<file path="config.mk">
export PLATFORM = sky130hd
export DESIGN_NAME = io_bus_master_flat
export DESIGN_NICKNAME = d
export VERILOG_FILES = /design/src/rtl/io_master_pkg.sv /design/src/rtl/io_bus_master_if.sv /design/src/rtl/io_req_fifo.sv /design/src/rtl/io_bus_master.sv /design/src/flat_wrapper.sv
export SDC_FILE = /design/constraint.sdc
export NUM_CORES = 1
export LEC_CHECK = 0
export BUFFER_PORTS_ARGS = -buffer_cell sky130_fd_sc_hd__buf_2
export CORE_MARGIN = 2
export CORE_UTILIZATION = 35
export DETAILED_ROUTE_END_ITERATION = 12
export PLACE_DENSITY = 0.65
export SYNTH_ARGS = -nofsm -noshare
export SYNTH_HDL_FRONTEND = slang
export SYNTH_SLANG_ARGS = --single-unit
</file>
<file path="constraint.sdc">
create_clock -name clk -period 5.1 [get_ports clk]
set_input_delay 1.02 -clock clk [delete_from_list [all_inputs] [get_ports clk]]
set_output_delay 1.02 -clock clk [all_outputs]
set_load 0.005 [all_outputs]
</file>
<file path="src/rtl/io_master_pkg.sv">
// Shared types and constants for the I/O bus initiator: FSM encoding,
// mapped address windows and request-entry layout.
package io_master_pkg;

    typedef enum logic [1:0] {
        ST_IDLE,
        ST_SETUP,
        ST_STROBE,
        ST_RESP
    } state_t;

    localparam int IO_AW   = 11;
    localparam int REQ_W   = 1 + IO_AW + 4 + 32;
    localparam int NUM_WIN = 4;

    // Inclusive [base, limit] windows that decode to a peripheral
    localparam logic [NUM_WIN-1:0][31:0] WIN_BASE  = {32'h400, 32'h020, 32'h010, 32'h000};
    localparam logic [NUM_WIN-1:0][31:0] WIN_LIMIT = {32'h4FF, 32'h027, 32'h013, 32'h00F};

    function automatic logic addr_mapped(input logic [31:0] addr);
        logic hit;
        hit = 1'b0;
        for (int i = 0; i < NUM_WIN; i++) begin
            if (addr >= WIN_BASE[i] && addr <= WIN_LIMIT[i]) hit = 1'b1;
        end
        return hit;
    endfunction

endpackage

</file>
<file path="src/rtl/io_bus_master_if.sv">
// Core-side request/response handshake plus I/O strobe bus of the initiator.
interface io_bus_master_if #(
    parameter int AW = 11
);
    logic          req_valid;
    logic          req_ready;
    logic          req_write;
    logic [AW-1:0] req_addr;
    logic [3:0]    req_be;
    logic [31:0]   req_wdata;
    logic          rsp_valid;
    logic          rsp_ready;
    logic [31:0]   rsp_rdata;
    logic          rsp_err;
    logic          wr_err;
    logic          bus_read;
    logic          bus_write;
    logic [AW-1:0] bus_address;
    logic [3:0]    bus_be;
    logic [31:0]   bus_wdata;
    logic [31:0]   bus_rdata;

    modport master (
        input  req_valid, req_write, req_addr, req_be, req_wdata, rsp_ready, bus_rdata,
        output req_ready, rsp_valid, rsp_rdata, rsp_err, wr_err,
               bus_read, bus_write, bus_address, bus_be, bus_wdata
    );

    modport slave (
        output req_valid, req_write, req_addr, req_be, req_wdata, rsp_ready, bus_rdata,
        input  req_ready, rsp_valid, rsp_rdata, rsp_err, wr_err,
               bus_read, bus_write, bus_address, bus_be, bus_wdata
    );
endinterface

</file>
<file path="src/rtl/io_req_fifo.sv">
// Synchronous request FIFO, count-based full/empty, flushed by async rst_n.
module io_req_fifo #(
    parameter int DEPTH = 4,
    parameter int W     = 48
) (
    input  logic         clk,
    input  logic         rst_n,
    input  logic         push,
    input  logic [W-1:0] din,
    input  logic         pop,
    output logic [W-1:0] dout,
    output logic         full,
    output logic         empty
);
    localparam int PW = $clog2(DEPTH);

    logic [DEPTH-1:0][W-1:0] mem;
    logic [PW-1:0]           wr_ptr, rd_ptr;
    logic [PW:0]             count;
    logic                    wr_en, rd_en;

    assign wr_en = push && !full;
    assign rd_en = pop && !empty;
    assign full  = (count == (PW+1)'(DEPTH));
    assign empty = (count == '0);
    assign dout  = mem[rd_ptr];

    always_ff @(posedge clk or negedge rst_n) begin
        if (!rst_n) begin
            mem    <= '0;
            wr_ptr <= '0;
            rd_ptr <= '0;
            count  <= '0;
        end else begin
            if (wr_en) begin
                mem[wr_ptr] <= din;
                wr_ptr      <= wr_ptr + 1'b1;
            end
            if (rd_en) rd_ptr <= rd_ptr + 1'b1;
            case ({wr_en, rd_en})
                2'b10:   count <= count + 1'b1;
                2'b01:   count <= count - 1'b1;
                default: count <= count;
            endcase
        end
    end
endmodule

</file>
<file path="src/rtl/io_bus_master.sv">
// Queued single-beat initiator for the I/O window: SETUP/STROBE strobe cycles, held read response.
// Define IO_MASTER_STATS_EN to build the saturating read/write strobe counters.
module io_bus_master
    import io_master_pkg::*;
#(
    parameter int DEPTH = 4,
    parameter int AW    = IO_AW
) (
    input  logic             clk,
    input  logic             rst_n,
    io_bus_master_if.master  bus,
    output logic [15:0]      stat_reads,
    output logic [15:0]      stat_writes
);
    localparam int EW = 1 + AW + 4 + 32;

    state_t        state_q, state_d;
    logic          push, pop, full, empty;
    logic [EW-1:0] din, dout;
    logic          cur_write;
    logic          mapped;
    logic          rd_stb, wr_stb;
    logic [31:0]   rdata_q;
    logic          err_q;

    assign push          = bus.req_valid && !full;
    assign bus.req_ready = !full;
    assign din           = {bus.req_write, bus.req_addr, bus.req_be, bus.req_wdata};

    io_req_fifo #(.DEPTH(DEPTH), .W(EW)) u_fifo (
        .clk   (clk),
        .rst_n (rst_n),
        .push  (push),
        .din   (din),
        .pop   (pop),
        .dout  (dout),
        .full  (full),
        .empty (empty)
    );

    assign mapped = addr_mapped(32'(bus.bus_address));

    always_comb begin
        state_d = state_q;
        case (state_q)
            ST_IDLE:   if (!empty) state_d = ST_SETUP;
            ST_SETUP: begin
                if (!mapped && cur_write) state_d = empty ? ST_IDLE : ST_SETUP;
                else if (!mapped)         state_d = ST_RESP;
                else                      state_d = ST_STROBE;
            end
            ST_STROBE: begin
                if (cur_write) state_d = empty ? ST_IDLE : ST_SETUP;
                else           state_d = ST_RESP;
            end
            ST_RESP:   if (bus.rsp_ready) state_d = empty ? ST_IDLE : ST_SETUP;
            default:   state_d = ST_IDLE;
        endcase
    end

    // Every entry into SETUP (including SETUP->SETUP after a dropped write) starts a new request
    assign pop = (state_d == ST_SETUP);

    always_ff @(posedge clk or negedge rst_n) begin
        if (!rst_n) state_q <= ST_IDLE;
        else        state_q <= state_d;
    end

    always_ff @(posedge clk or negedge rst_n) begin
        if (!rst_n) begin
            cur_write       <= 1'b0;
            bus.bus_address <= '0;
            bus.bus_be      <= '0;
            bus.bus_wdata   <= '0;
        end else if (pop) begin
            {cur_write, bus.bus_address, bus.bus_be, bus.bus_wdata} <= dout;
        end
    end

    always_ff @(posedge clk or negedge rst_n) begin
        if (!rst_n) begin
            rdata_q <= '0;
            err_q   <= 1'b0;
        end else if (state_q == ST_SETUP && !mapped && !cur_write) begin
            rdata_q <= '0;
            err_q   <= 1'b1;
        end else if (rd_stb) begin
            rdata_q <= bus.bus_rdata;
            err_q   <= 1'b0;
        end
    end

    assign rd_stb        = (state_q == ST_STROBE) && !cur_write;
    assign wr_stb        = (state_q == ST_STROBE) &&  cur_write;
    assign bus.bus_read  = rd_stb;
    assign bus.bus_write = wr_stb;
    assign bus.rsp_valid = (state_q == ST_RESP);
    assign bus.rsp_rdata = rdata_q;
    assign bus.rsp_err   = err_q && (state_q == ST_RESP);
    assign bus.wr_err    = (state_q == ST_SETUP) && !mapped && cur_write;

`ifdef IO_MASTER_STATS_EN
    logic [15:0] rd_cnt, wr_cnt;

    always_ff @(posedge clk or negedge rst_n) begin
        if (!rst_n) begin
            rd_cnt <= '0;
            wr_cnt <= '0;
        end else begin
            if (rd_stb && rd_cnt != 16'hFFFF) rd_cnt <= rd_cnt + 1'b1;
            if (wr_stb && wr_cnt != 16'hFFFF) wr_cnt <= wr_cnt + 1'b1;
        end
    end

    assign stat_reads  = rd_cnt;
    assign stat_writes = wr_cnt;
`else
    assign stat_reads  = 16'h0;
    assign stat_writes = 16'h0;
`endif

endmodule

</file>
<file path="src/flat_wrapper.sv">
// flat-port wrapper written by rule: the top's interface ports become plain ports
module io_bus_master_flat import io_master_pkg::*;
#(
    parameter int DEPTH = 4,
    parameter int AW    = IO_AW
)
  (clk, rst_n, stat_reads, stat_writes, bus_req_valid, bus_req_write, bus_req_addr, bus_req_be, bus_req_wdata, bus_rsp_ready, bus_bus_rdata, bus_req_ready, bus_rsp_valid, bus_rsp_rdata, bus_rsp_err, bus_wr_err, bus_bus_read, bus_bus_write, bus_bus_address, bus_bus_be, bus_bus_wdata);
  io_bus_master_if #(.AW(AW)) bus_i ();
  input  logic clk;
  input  logic rst_n;
  output logic [15:0] stat_reads;
  output logic [15:0] stat_writes;
  input wire logic [$bits(bus_i.req_valid)-1:0] bus_req_valid;
  input wire logic [$bits(bus_i.req_write)-1:0] bus_req_write;
  input wire logic [$bits(bus_i.req_addr)-1:0] bus_req_addr;
  input wire logic [$bits(bus_i.req_be)-1:0] bus_req_be;
  input wire logic [$bits(bus_i.req_wdata)-1:0] bus_req_wdata;
  input wire logic [$bits(bus_i.rsp_ready)-1:0] bus_rsp_ready;
  input wire logic [$bits(bus_i.bus_rdata)-1:0] bus_bus_rdata;
  output wire logic [$bits(bus_i.req_ready)-1:0] bus_req_ready;
  output wire logic [$bits(bus_i.rsp_valid)-1:0] bus_rsp_valid;
  output wire logic [$bits(bus_i.rsp_rdata)-1:0] bus_rsp_rdata;
  output wire logic [$bits(bus_i.rsp_err)-1:0] bus_rsp_err;
  output wire logic [$bits(bus_i.wr_err)-1:0] bus_wr_err;
  output wire logic [$bits(bus_i.bus_read)-1:0] bus_bus_read;
  output wire logic [$bits(bus_i.bus_write)-1:0] bus_bus_write;
  output wire logic [$bits(bus_i.bus_address)-1:0] bus_bus_address;
  output wire logic [$bits(bus_i.bus_be)-1:0] bus_bus_be;
  output wire logic [$bits(bus_i.bus_wdata)-1:0] bus_bus_wdata;
  assign bus_i.req_valid = bus_req_valid;
  assign bus_i.req_write = bus_req_write;
  assign bus_i.req_addr = bus_req_addr;
  assign bus_i.req_be = bus_req_be;
  assign bus_i.req_wdata = bus_req_wdata;
  assign bus_i.rsp_ready = bus_rsp_ready;
  assign bus_i.bus_rdata = bus_bus_rdata;
  assign bus_req_ready = bus_i.req_ready;
  assign bus_rsp_valid = bus_i.rsp_valid;
  assign bus_rsp_rdata = bus_i.rsp_rdata;
  assign bus_rsp_err = bus_i.rsp_err;
  assign bus_wr_err = bus_i.wr_err;
  assign bus_bus_read = bus_i.bus_read;
  assign bus_bus_write = bus_i.bus_write;
  assign bus_bus_address = bus_i.bus_address;
  assign bus_bus_be = bus_i.bus_be;
  assign bus_bus_wdata = bus_i.bus_wdata;
  io_bus_master #(.DEPTH(DEPTH), .AW(AW)) u_core (.clk(clk), .rst_n(rst_n), .bus(bus_i), .stat_reads(stat_reads), .stat_writes(stat_writes));
endmodule
</file>
---- Word-level counts from Yosys, hierarchy flattened ----
Cells that the tools add are included.
cells by class
  equal/unequal tests ..................... 7
  reductions and logical operators ........ 22
  add/sub/neg operators ................... 4
  order comparisons ....................... 10
  mux-type cells .......................... 21
operators with widths
  cell                                                                 count
  bitwise mux 192 bit                                                  1
  binary-select mux 48 bit (select 2 bit)                              1
  demux 48 bit (select 2 bit)                                          1
  two-way mux 48 bit                                                   2
  two-way mux 32 bit                                                   2
  logical AND 1 bit                                                    14
  greater-or-equal comparator 11 bit (second input constant)           1
  greater-or-equal comparator 11 x 5 -> 1 bit (second input constant)  1
  greater-or-equal comparator 11 x 6 -> 1 bit (second input constant)  1
  <= comparator 11 bit (second input constant)                         1
  <= comparator 11 x 4 -> 1 bit (second input constant)                1
  <= comparator 11 x 5 -> 1 bit (second input constant)                1
  <= comparator 11 x 6 -> 1 bit (second input constant)                1
  two-way mux 1 bit                                                    8
  two-way mux 2 bit                                                    4
  one-hot mux 2 bit (4 select lines)                                   1
  equality test 2 x 1 -> 1 bit (second input constant)                 3
  equality test 2 bit (second input constant)                          3
  < comparator 2 x 3 -> 1 bit (second input constant)                  2
  one-hot mux 3 bit (2 select lines)                                   1
  adder 2 x 1 -> 2 bit (second input constant)                         2
  logical NOT 1 bit                                                    4
  nonzero test 2 bit                                                   2
  adder 3 x 1 -> 3 bit (second input constant)                         1
  5 further kinds                                                      5
storage, ports and cells
  logic and storage cells ................. 78
  bits of input ports ..................... 84
  output and inout bits ................... 117
  register bits ........................... 282

---- Depth between registers and ports, before layout ----
  depth after elaboration ................. 13
  mapped depth ............................ 12
  depth with buffers taken out ............ 10

---- Hierarchy ----
From an unflattened synthesis, not the netlist that was laid out.
unflattened totals
  cell total of the unflattened synthesis .. 749
  area total of the unflattened synthesis .. 12195.4 um^2
modules (own cells, without submodules)
  module         instances  sequential area each (um^2)  area each (um^2)  cells an instance
  io_req_fifo    1          4979.8                       8683.3            503
  io_bus_master  1          2077.0                       3512.1            246

---- Worst setup path before layout ----
No wires, ideal clock.
  path kind ............................... in2reg
  from .................................... input port bus_rsp_ready
  to ...................................... register u_core.u_fifo.count[2]
  library setup time ...................... 0.079 ns
  data arrival time ....................... 2.785 ns
  stages on the path ...................... 11
  path slack .............................. 2.236 ns
  path buffers ............................ 1
  data required time ...................... 5.021 ns
  cell sequence ........................... mux2i_1 -> a21oi_1 -> o41ai_4 -> a21oi_4 -> buf_6 -> ha_1 -> inv_1 -> fa_1 -> xor2_1 -> nor2_1 -> xor2_1
between the ends
  longest elaborated chain between the ends .. 6
  elaborated cells between the ends (all ways) .. 8
  classes of those cells .................. eq/ne (3); mux (3); reduce/logical (2)
RTL lines
  item                                                                             line                 text
  start: declaration                                                               flat_wrapper.sv:18   input wire logic [$bits(bus_i.rsp_ready)-1:0] bus_rsp_ready;
  two-way mux 2 bit (*)                                                            io_bus_master.sv:56  ST_RESP: if (bus.rsp_ready) state_d = empty ? ST_IDLE : ST_SETUP;
  one-hot mux 2 bit (4 select lines) (*)                                           io_bus_master.sv:45  case (state_q)
  net u_core.state_d[1]                                                            io_bus_master.sv:17  state_t state_q, state_d;
  equality test 2 x 1 -> 1 bit (*)                                                 io_bus_master.sv:62  assign pop = (state_d == ST_SETUP);
  logical AND 1 bit (*)                                                            io_req_fifo.sv:23    assign rd_en = pop && !empty;
  net u_core.u_fifo.rd_en                                                          io_req_fifo.sv:20    logic wr_en, rd_en;
  equality test 2 x 1 -> 1 bit / equality test 2 bit (equally long branches)       io_req_fifo.sv:40    case ({wr_en, rd_en})
  one-hot mux 3 bit (2 select lines) / nonzero test 2 bit (equally long branches)  n/a
  end signal: assignment                                                           io_req_fifo.sv:41    2'b10: count <= count + 1'b1;
  end signal: assignment                                                           io_req_fifo.sv:42    2'b01: count <= count - 1'b1;
  end signal: assignment                                                           io_req_fifo.sv:43    default: count <= count;
  end: declaration                                                                 io_req_fifo.sv:19    logic [PW:0] count;
Mark *: on every way through the listed nets, which the timed path passes. The rest lies on a longest branch.
A chain may end at the register's enable or synchronous reset.

---- Final worst setup path ----
  from .................................... register u_core.bus.bus_address[7] (netlist bit)
  to ...................................... output port bus_wr_err
between the ends
  longest elaborated chain between the ends .. 8
  elaborated cells between the ends (all ways) .. 17
  classes of those cells .................. order compare (7); mux (4); reduce/logical (6)
RTL lines
  item                                                           line                    text
  start: declaration                                             io_bus_master_if.sv:26  bus_read, bus_write, bus_address, bus_be, bus_wdata
  start signal: assignment                                       io_bus_master.sv:76     {cur_write, bus.bus_address, bus.bus_be, bus.bus_wdata} <= dout;
  <= comparator 11 x 4 -> 1 bit (tied with other cells)          io_master_pkg.sv:24     if (addr >= WIN_BASE[i] && addr <= WIN_LIMIT[i]) hit = 1'b1;
  two-way mux 1 bit / logical AND 1 bit (equally long branches)  io_master_pkg.sv:24
  two-way mux 1 bit (2 in series)                                io_master_pkg.sv:24
  two-way mux 1 bit (*)                                          io_master_pkg.sv:24
  logical NOT 1 bit (*)                                          io_bus_master.sv:100    assign bus.wr_err = (state_q == ST_SETUP) && !mapped && cur_write;
  logical AND 1 bit (*) (2 in series)                            io_bus_master.sv:100
  end: declaration                                               flat_wrapper.sv:24      output wire logic [$bits(bus_i.wr_err)-1:0] bus_wr_err;
Mark *: on every way between the ends. The rest lies on a longest branch, timed or not.

==> run metrics <==
Worst Max-Slew Pin Slew 1.12 ns; Clk network pwr share 21.7%; synthesized area 12100 um2; PwrDens 713 nW/um2; final net count 999; Final Hold Fails 0; final cell count without fillers 1389; initial core utilization 35.3%; Hold-fix buffers, CTS 0; sequential area share after synthesis 58.1%; hold depth 1; Die Ht 190 um; number of global-route vias before repair 7035; initial antenna violation count 3; status completed; share of the synthesized area in the top cell type 58.1%; Wirelength per Cell 18.3 um; global placer's final weighted congestion 0.673; I/O pin count 201; RSZ-0062 raised after global routing false; clock sink count 282; crit path time final 3.29 ns; Post-CTS Setup Bufs 0; area leader, netlist dfrtp_1; CTS Buf Count 31; setup TNS 0 ns; TritonCTS clock tree built; Post-Route WL 25500 um; DR vias 6709; Logic pwr share 37.9%; vias per cell 4.83; pin count of the biggest net entering global routing 115; Synth cell types 37; number of flops mapped to enable cells by yosys 0; Setup crit end kind primary output; P_leak 6.48 nW; Internal 0.00706 W; hold_ws 0.491 ns; Die X-Extent 190 um; iteration-0 DRC count of the detailed router 160; number of port buffers 168; layout cell share with drive strength beyond 1 55.8%; Total GRT Usage 14.2%; critical path buffer and inverter count 1; Core Region 34400 um2; Slew Limit Fails 0; FMAX 304 MHz; critical path class reg2out; ANT nets after route 0; H-tree levels 1; DP Wirelength 15300 um; Async SR Flop Fraction 100%; Peak supply drop 0.561 mV; Post-Synthesis Cells 748; max_cap viols 0; yosys warns 0; CP Cell Sequence nor3_1 > a211oi_1 > or3_1 > nor3b_1 > buf_2; Overflow after GRT 0; die footprint 36200 um2; placement row count 68; #FFs+latches synth 282; crit-path max FO 5; Switching Power 0.00313 W; slowest CP cell a211oi_1; post-route clock period utilization 64.5%; drc violations 0; WP data required 4.08 ns; critical path depth 5; worst r2r path cells 6; worst path arrival time 2.27 ns; first-pass GRT wire length 40100 um; drt pass-1 iters 4; Syn Area/Cell 16.2 um2; Final Setup Violations 0; Startpoint Class flip-flop; root buf cell clkbuf_16; ranking of synthesized cells by area dfrtp_1 (58%), mux2_2 (22%), mux4_2 (8.9%), buf_4 (2.7%), a22o_1 (2.3%); clk buf depth 3; Worst path top cell family by delay simple AND/OR/NAND/NOR gates; switching share of power 30.7%; HP Class reg2reg; Post-CTS Resized 0; clk_lat worst skew 0.58 ns; placed instance count 1331; Worst-path clk slew 0.06 ns; Crit path largest cell delay 0.50 ns; ys flop type dfrtp_1; Layout Skew 0.0281 ns; Seq pwr share 40.4%; Area Growth Syn to Fin 17.7%; Max-slew headroom 25.2%
-- cell usage in the layout, fill, tap and decap left out, types with 3 or more instances in the layout --
cell	n
a22o_1	32
mux2_4	7
buf_2	167
a211oi_1	3
xnor2_1	4
ha_1	5
mux4_2	48
clkbuf_8	10
inv_1	9
buf_4	4
conb_1	32
nand2_1	3
nand2_4	4
clkbuf_1	8
clkinv_2	4
o21ai_0	4
xor2_1	3
nor3_1	3
mux2_2	233
clkbuf_16	31
nor2_1	4
dfrtp_1	280
-- worst register-to-register path, delay by kind of cell, from the launching register on --
| family | cells | cell delay [ns] |
|---|---|---|
| flip-flops | 1 | 0.43 |
| AND/OR/NAND/NOR | 1 | 0.09 |
| AO/OA/AOI/OAI | 3 | 0.78 |
| buffers and inverters | 1 | 0.68 |
| multiplexers | 1 | 0.44 |
-- area by class of cell --
type | instances | area, um2
fillers | 3121 | 20100
flip-flops and latches | 282 | 7060
multi-input cells | 411 | 4690
clock buffers | 49 | 943
repair buffers | 174 | 921
well taps | 455 | 569
clock inverters | 8 | 85.1
inverters | 9 | 33.8
diodes | 1 | 2.50
-- routing by layer --
metal / GRT usage [%] / part of all wire [%]
met5: 0 / 0.18
met4: 2.86 / 1.8
met3: 3.72 / 6.4
met2: 23.8 / 48
met1: 18.6 / 44
-- power groups by stage --
stage	registers [W]	logic (W)	clock network (W)
floorplan	0.00382	0.00326	0
global placement	0.00413	0.00383	0
detailed placement	0.00417	0.00394	0
CTS	0.00414	0.00395	0.00230
global route	0.00429	0.00422	0.00239
finish	0.00412	0.00386	0.00221
-- kinds of logic after synthesis --
family	Yosys count	share of synthesized area, %
buf+inv	86	4.55
xor+xnor	7	0.505
compound gates	48	3.41
simple gates	28	1.19
mux	290	31.5
other cells	1	0.0309
flops	282	58.1
fa+ha+maj	6	0.680
-- synthesized netlist by cell type, types with 2 or more instances --
| cell type | n |
|---|---|
| or3_1 | 2 |
| buf_6 | 6 |
| buf_4 | 43 |
| mux2_4 | 7 |
| nor3_1 | 3 |
| nand2_1 | 7 |
| xnor2_1 | 4 |
| mux2_2 | 233 |
| clkbuf_1 | 9 |
| xor2_1 | 3 |
| nor2_1 | 5 |
| a22o_1 | 32 |
| nor3b_1 | 2 |
| o21ai_0 | 4 |
| nor4_1 | 2 |
| and2_1 | 2 |
| a211oi_1 | 3 |
| nand2b_1 | 2 |
| dfrtp_1 | 282 |
| inv_1 | 9 |
| ha_1 | 5 |
| buf_2 | 19 |
| mux4_2 | 48 |
| a21oi_1 | 2 |
| mux2i_1 | 2 |
-- through the flow --
stage          total power, W  setup WS, ns  instance area, um2  util (%)
2_1_floorplan         0.00708          2.24               12300         -
4_1_cts                0.0104          1.74               14300      41.6
6_report               0.0102          1.81               14300      41.6
5_1_grt                0.0109          1.61               14300      41.6
3_3_place_gp          0.00795          2.14               13300      38.6
3_5_place_dp          0.00811          2.14               13300      38.6
-- final timing paths --
kind,to,from,slack (ns)
setup / recovery,bus_wr_err,u_core.bus.bus_address[7],1.81
hold / removal,u_core.bus.rsp_rdata[21],u_core.bus.rsp_rdata[21],0.49
setup reg to reg,u_core.bus.bus_wdata[15],u_core.bus.bus_address[7],2.56
hold reg to reg,u_core.bus.rsp_rdata[21],u_core.bus.rsp_rdata[21],0.49
max in group asynchronous,u_core.bus.bus_wdata[15],rst_n,3.56
min in group asynchronous,u_core.bus.rsp_rdata[5],rst_n,0.52
-- registers in the layout, summed over array words and instances (netlist names) --
register,cells
u_core.u_fifo.count,3
u_core.err_q,1
u_core.bus.rsp_rdata,32
u_core.bus.bus_wdata,32
u_core.bus.bus_address,11
u_core.u_fifo.rd_ptr,2
u_core.cur_write,1
u_core.state_q,2
u_core.bus.bus_be,4
u_core.u_fifo.wr_ptr,2
u_core.u_fifo.mem,192
(Power assumes the default switching activity.)
